### config.mk
export PLATFORM = sky130hd
export DESIGN_NAME = instr_fetch
export DESIGN_NICKNAME = d
export VERILOG_FILES = /design/src/rtl/cpu_types_pkg.sv /design/src/rtl/next_pc.sv /design/src/rtl/instr_fetch.sv
export SDC_FILE = /design/constraint.sdc
export NUM_CORES = 1
export LEC_CHECK = 0
export CORE_ASPECT_RATIO = 1.5
export CORE_MARGIN = 2
export CORE_UTILIZATION = 28
export CTS_BUF_LIST = sky130_fd_sc_hd__clkbuf_4 sky130_fd_sc_hd__clkbuf_8
export CTS_CLUSTER_DIAMETER = 200
export CTS_CLUSTER_SIZE = 24
export DETAILED_ROUTE_END_ITERATION = 7
export GPL_ROUTABILITY_DRIVEN = 1
export PLACE_DENSITY = 0.66
export SKIP_LAST_GASP = 1
export SLEW_MARGIN = 25
export SYNTH_ARGS = -nofsm -noshare
export SYNTH_HDL_FRONTEND = slang
export SYNTH_SLANG_ARGS = --single-unit
### constraint.sdc
create_clock -name CLK -period 5 [get_ports CLK]
set_clock_uncertainty 0.1 [all_clocks]
set_input_delay 1.5 -clock CLK [delete_from_list [all_inputs] [get_ports CLK]]
set_output_delay 1.5 -clock CLK [all_outputs]
set_load 0.02 [all_outputs]
### src/rtl/cpu_types_pkg.sv
// Shared CPU datapath types: machine word and the next-PC select encoding
// produced by decode.
package cpu_types_pkg;

    typedef logic [31:0] word_t;

    typedef enum logic [2:0] {
        PC_SEQ = 3'd0,
        PC_JR  = 3'd2,
        PC_J   = 3'd3,
        PC_BNE = 3'd4,
        PC_BEQ = 3'd5
    } pcsrc_t;

endpackage

### src/rtl/next_pc.sv
// Combinational next-PC select: sequential, jump-register, jump, and the two
// conditional branches. Unlisted select codes fall through to sequential.
module next_pc
    import cpu_types_pkg::*;
(
    input  word_t       npc,
    input  logic [2:0]  pcsrc,
    input  logic        zero,
    input  word_t       rdat1,
    input  logic [25:0] jaddr,
    input  logic [15:0] imm16,
    output word_t       next
);

    word_t branch_target;

    assign branch_target = npc + {{14{imm16[15]}}, imm16, 2'b00};

    always_comb begin
        next = npc;
        case (pcsrc_t'(pcsrc))
            PC_JR:   next = rdat1 & 32'hFFFF_FFFC;
            PC_J:    next = {npc[31:28], jaddr, 2'b00};
            PC_BNE:  next = zero ? npc : branch_target;
            PC_BEQ:  next = zero ? branch_target : npc;
            default: next = npc;
        endcase
    end

endmodule

### src/rtl/instr_fetch.sv
// Multi-cycle instruction fetch: requests a word at pc, holds it for decode
// until retired, then advances pc via next_pc. HALT parks the unit for good.
//
// state  | meaning
// FETCH  | iREN high at imemaddr=pc, waiting for ihit
// EXEC   | instr valid for decode; retires when stall drops
// HALTED | HALT retired; frozen until reset
module instr_fetch
    import cpu_types_pkg::*;
#(
    parameter word_t PC0 = 32'h0000_0000
) (
    input  logic        CLK,
    input  logic        RST,
    input  logic        ihit,
    input  word_t       imemload,
    input  logic        stall,
    input  logic        halt,
    input  logic [2:0]  PCsrc,
    input  logic        zero,
    input  word_t       rdat1,
    input  logic [25:0] jaddr,
    input  logic [15:0] imm16,
    output logic        iREN,
    output word_t       imemaddr,
    output word_t       instr,
    output logic        instr_valid,
    output word_t       pc,
    output word_t       npc,
    output logic        halted
);

    typedef enum logic [1:0] {
        FETCH  = 2'd0,
        EXEC   = 2'd1,
        HALTED = 2'd2
    } state_t;

    state_t state;
    word_t  pc_next;

    assign npc = pc + 32'd4;

    next_pc u_next_pc (
        .npc   (npc),
        .pcsrc (PCsrc),
        .zero  (zero),
        .rdat1 (rdat1),
        .jaddr (jaddr),
        .imm16 (imm16),
        .next  (pc_next)
    );

    always_ff @(posedge CLK or posedge RST) begin
        if (RST) begin
            state <= FETCH;
            pc    <= PC0;
            instr <= '0;
        end else begin
            case (state)
                FETCH: begin
                    if (ihit) begin
                        instr <= imemload;
                        state <= EXEC;
                    end
                end
                EXEC: begin
                    // halt wins over stall so a stalled HALT still stops the core
                    if (halt) begin
                        state <= HALTED;
                    end else if (!stall) begin
                        pc    <= pc_next;
                        state <= FETCH;
                    end
                end
                HALTED:  state <= HALTED;
                default: state <= FETCH;
            endcase
        end
    end

    assign iREN        = (state == FETCH);
    assign imemaddr    = pc;
    assign instr_valid = (state == EXEC);
    assign halted      = (state == HALTED);

endmodule
Word-level counts from Yosys, hierarchy flattened
Index checks and enable logic that the tools add are counted.

Register bits after elaboration: 66. Input bits: 115. Output and inout port bits: 131. Logic and storage cells: 26.

Add/subtract/negate cells: 2. Equality and inequality tests: 8. Mux-type cells: 7. Bitwise gates (word level): 2. Reductions and logical operators: 4.

Operator list (count): case mux 32 bit (4 select lines) (1); two-way mux 32 bit (2); adder 32 x 3 -> 32 bit, second input constant (1); adder 32 bit (1); == test 3 x 2 -> 1 bit, second input constant (2); == test 3 bit, second input constant (2); two-way mux 2 bit (3); case mux 2 bit (3 select lines) (1); AND reduction 2 bit (2); inequality test 3 bit, second input constant (1); AND reduction 3 bit (1); == test 2 x 1 -> 1 bit, second input constant (1); == test 2 bit, second input constant (1); zero test 2 bit (1); inequality test 2 bit, second input constant (1); NOT 1 bit (2).

Depth between registers and ports, before layout
Depth in word-level cells: 4. Depth in mapped cells: 18. Gate-level depth less buffers: 15.

By module
From an unflattened synthesis, not the netlist that was laid out.

Cell total of the unflattened synthesis: 619. Area total of the unflattened synthesis: 5781.8 um^2.

Modules (own cells, without submodules): instr_fetch (times used 1, cells each 267, area each 3335.7 um^2, sequential area each 1651.6 um^2); next_pc (times used 1, cells each 352, area each 2446.1 um^2, sequential area each 0.0 um^2).

Worst setup path after synthesis
No wires, ideal clock.

Kind: register to register. Start point: register pc[4], in the netlist imemaddr[4]. End point: register pc[29], in the netlist imemaddr[29]. Setup time: 0.076 ns. Data arrival time: 3.956 ns. Required time: 4.824 ns. Path slack: 0.868 ns. Cell stages (with the launch flop): 16. Buffers on the path: 2. Clock period less this slack: 4.132 ns. Cell sequence: dfrtp_1 > and3_1 > and3_1 > buf_2 > nand3_1 > nor2_1 > and3_1 > xor2_1 > ha_1 > clkbuf_1 > nand3_1 > o31a_1 > o311a_1 > or4_1 > and3_1 > o21ai_1.

Word-level cells in the longest chain between the ends: 4. Elaborated cells between the ends (all ways): 5. Classes of those cells: 2 x add/sub; 3 x mux.

Ends and longest elaborated chain: from (decl) (line instr_fetch.sv:28) `output word_t pc,`; from (signal assigned) (line instr_fetch.sv:72) `pc <= pc_next;`; adder 32 x 3 -> 32 bit (*) (line instr_fetch.sv:42) `assign npc = pc + 32'd4;`; named net npc[17] (line instr_fetch.sv:29) `output word_t npc,`; adder 32 bit (*) (line next_pc.sv:17) `assign branch_target = npc + {{14{imm16[15]}}, imm16, 2'b00};`; two-way mux 32 bit (on tied branches) (line next_pc.sv:25, next_pc.sv:24); case mux 32 bit (4 select lines) (*) (line next_pc.sv:21) `case (pcsrc_t'(pcsrc))`.

The timed path passes the listed nets; every way through them passes the cells marked *. A chain may end at the register's enable or synchronous reset.

Final worst setup path
Start point: register pc[12], in the netlist imemaddr[12]. End point: output port npc[28].

Word-level cells in the longest chain between the ends: 1.

Ends and longest elaborated chain (line): adder 32 x 3 -> 32 bit (instr_fetch.sv:42); to (decl) (instr_fetch.sv:29).

No other way between the ends.

==> metrics <==
status=finished clean; Die W=~120 um; H-tree levels=3; ANT cells=0; Critical Path AT=3.26 ns; Hold Crit Class=reg -> reg; R2R setup slack=0.59 ns; antenna-violating nets left=0; fmax=205.9 MHz; fin crit period=4.856 ns; total congestion overflow=0; Port-buffer cells=roughly 240; CP Capture Type=primary output; Post-synth EDFFs=0; Starting DRT DRC Count=270; hold path startpoint=instr[6]; share of post-route cells with drive strength above 1=0.1012; first-pass GRT wire length=32380 um; syn avg cell area=between 8 and 9 um^2; YS warnings=0; cts bufs inserted=9; Max rail drop VDD=0.3187 mV; TritonCTS clock tree=yes; CP Launch Type=flip-flop; cells after synthesis=between 600 and 700; post-synthesis sequential area ratio=0.2784; ys flop type=dfrtp_1; R2R depth=15; Clock Tree Root=clkbuf_8; total core area=0.02026 mm^2; Die Area=0.02173 mm^2; Leak=~3.5 nW; gpl congestion=around 0.87; # IOs=246; async set-reset flop share out of synthesis=1.000; Clock Latency Late Sink=0.35 ns; Avg WL per Cell=18.27 um; largest net degree at the start of global routing=65; TritonRoute pass-1 iters=5; Worst-Margin Slew=around 0.8 ns; Setup Buffers After CTS=0; Setup Viol. Count Final=0; fin crit share=0.9711; Hold Vio Cnt, Final=0; Total GRT Usage=0.1906; via count=a little under 6000; Cell Area, Synth=around 0.0058 mm^2; initial antenna violation count=0; via/cell ratio=~5.1; Critical Setup Path Class=reg -> out; vias in the first global route=around 6000; FF-to-FF Start=imemaddr[4]; DRC Markers=0; Area Growth Syn to Fin=47.73%; Req. time, crit path=3.40 ns; Max Root-Sink Buffers=2; Die Y-Extent=179.5 um; aggregate negative setup slack=0 ns; max_cap viols=0; final worst slack=0.1443 ns; Slew Limit Headroom=0.4667; pre-CTS WS=0.2293 ns; Pwr Total=5.320 mW; Fill cells=2028; # clock sinks=64; num rows=64; fin nets=roughly 1000; Slew Limit Fails=0; post-DP HPWL=16020 um; Clock transition at path regs=0.08 ns; final wirelength=21070 um; R2R Path End=imemaddr[25]; initial core utilization=0.2839; hold depth=1; unrepaired setup endpoints after global routing=no; post-synth cell types=65; hold-fix buffers at CTS=0; Yosys reg bits=64; Worst Path Max Fanout=7; Hold EP=instr[6]; PD cells=626.1 mW/mm^2
## per-layer routing
layer / part of all wire / vias up / GRT usage
met5: 0 / - / 0
met4: 0.033 / 0 / 0.08372
met3: 0.055 / 46 / 0.02633
met2: 0.53 / 236 / 0.3490
met1: 0.38 / 2821 / 0.2154
li1: - / 2830 / -
## sequential cells by signal (all words and copies together), names as in the netlist
name,flops
imemaddr,30
instr,32
state,2
## stage by stage
step | instance area (um^2) | utilization | hold slack (ns) | std cells
final | 8497 | 0.4194 | 0.4114 | 1153
after global routing | 8497 | 0.4194 | 0.4326 | 1153
after CTS | 8486 | 0.4188 | 0.4140 | 1153
after detailed placement | 8258 | 0.4076 | 0.3941 | 1137
after global placement | 8258 | 0.4076 | 0.3881 | 1137
after floorplan | 5771 | - | 0.5360 | 684
## synthesized netlist by cell type, types with 3 or more instances
| cell type | number | area share |
|---|---|---|
| o21bai_1 | 4 | 0.0052 |
| o21a_1 | 5 | 0.0065 |
| nand2_1 | 52 | 0.034 |
| o22ai_1 | 5 | 0.0054 |
| a21oi_1 | 41 | 0.036 |
| buf_1 | 3 | 0.0020 |
| o21ai_0 | 52 | 0.045 |
| nor3_1 | 8 | 0.0070 |
| nand4_1 | 13 | 0.014 |
| nor2_1 | 51 | 0.033 |
| nor2b_1 | 6 | 0.0065 |
| nand2b_1 | 5 | 0.0054 |
| and3_1 | 16 | 0.017 |
| xor2_1 | 24 | 0.037 |
| dfrtp_1 | 64 | 0.28 |
| o21ai_1 | 4 | 0.0035 |
| nand3_1 | 24 | 0.021 |
| a21o_1 | 12 | 0.016 |
| o32ai_1 | 4 | 0.0061 |
| and2_1 | 6 | 0.0065 |
| mux2i_1 | 27 | 0.047 |
| ha_1 | 35 | 0.076 |
| and4_1 | 4 | 0.0061 |
| o221ai_1 | 3 | 0.0046 |
| buf_4 | 36 | 0.047 |
| mux2_2 | 33 | 0.065 |
| a31oi_1 | 9 | 0.0098 |
| inv_1 | 19 | 0.012 |
| clkbuf_1 | 31 | 0.020 |
| a221oi_1 | 11 | 0.017 |
| xnor2_1 | 27 | 0.041 |
## worst max-delay path, cell delays in order (launching register included)
cell             delay, ns
dfrtp_1               0.51
nand4_1               0.24
nor3_2                0.29
and3_1                0.29
and3_1                0.33
and4_1                0.30
xor2_1                0.29
clkdlybuf4s50_1       0.67
## layout by cell type, fill, tap and decap left out, types with 7 or more instances in the layout
cell type,instances
clkdlybuf4s50_1,236
dfrtp_1,63
nand2_1,52
o21ai_0,52
nor2_1,50
a21oi_1,41
ha_1,35
mux2_2,33
mux2i_1,27
xnor2_1,26
nand3_1,24
xor2_1,24
buf_4,22
inv_1,18
and3_1,14
nand4_1,13
a21o_1,12
a221oi_1,11
a31oi_1,9
clkbuf_8,9
nor3_1,7
## layout make-up
class / count / area (um^2) / area share
Sequential cell: 64 / 1603 / 0.1886
Multi-Input combinational cell: 530 / 3712 / 0.4369
Tap cell: 264 / 330.3 / 0.03888
Timing Repair Buffer: 260 / 2552 / 0.3004
Inverter: 19 / 71.32 / 0.008393
Clock buffer: 9 / 123.9 / 0.01458
Clock inverter: 7 / 103.9 / 0.01222
## what timing repair did
item                       CTS  global route
gates resized for setup      0             4
hold endpoints to repair     0             0
setup endpoints to repair    0             4
## worst max-delay path by stage
| stage | from | end | slack, ns | cells past startpoint |
|---|---|---|---|---|
| after global placement | imm16[0] | imemaddr[26] | 0.26 | 13 |
| after global routing | imemaddr[12] | npc[30] | 0.01 | 7 |
| after floorplan | imemaddr[4] | imemaddr[29] | 0.87 | 15 |
| final | imemaddr[12] | npc[28] | 0.14 | 7 |
| after CTS | imemaddr[2] | npc[28] | 0.13 | 7 |
| after detailed placement | imm16[0] | imemaddr[26] | 0.23 | 13 |
## cell families (layout without fill, tap and decap cells)
group                      after synthesis  after routing  synth area share
and+or+nand+nor                        199            199            0.1688
AOI/OAI and AO/OA                      178            178            0.2008
buffers and inverters                   90            295           0.08244
DFF                                     64             64            0.2784
muxes                                   60             60            0.1116
xor gates and xnor gates                51             51           0.07766
adders and majority gates               36             36           0.07962
other                                    1              6         0.0006520
## power breakdown
part	internal, mW	total (mW)	switching, mW
Clock	0.286	0.535	0.249
Combinational	1.75	3.71	1.95
Sequential	0.770	1.08	0.307
Total	2.81	5.32	2.51
No activity file was read; power rests on OpenSTA's default activity.
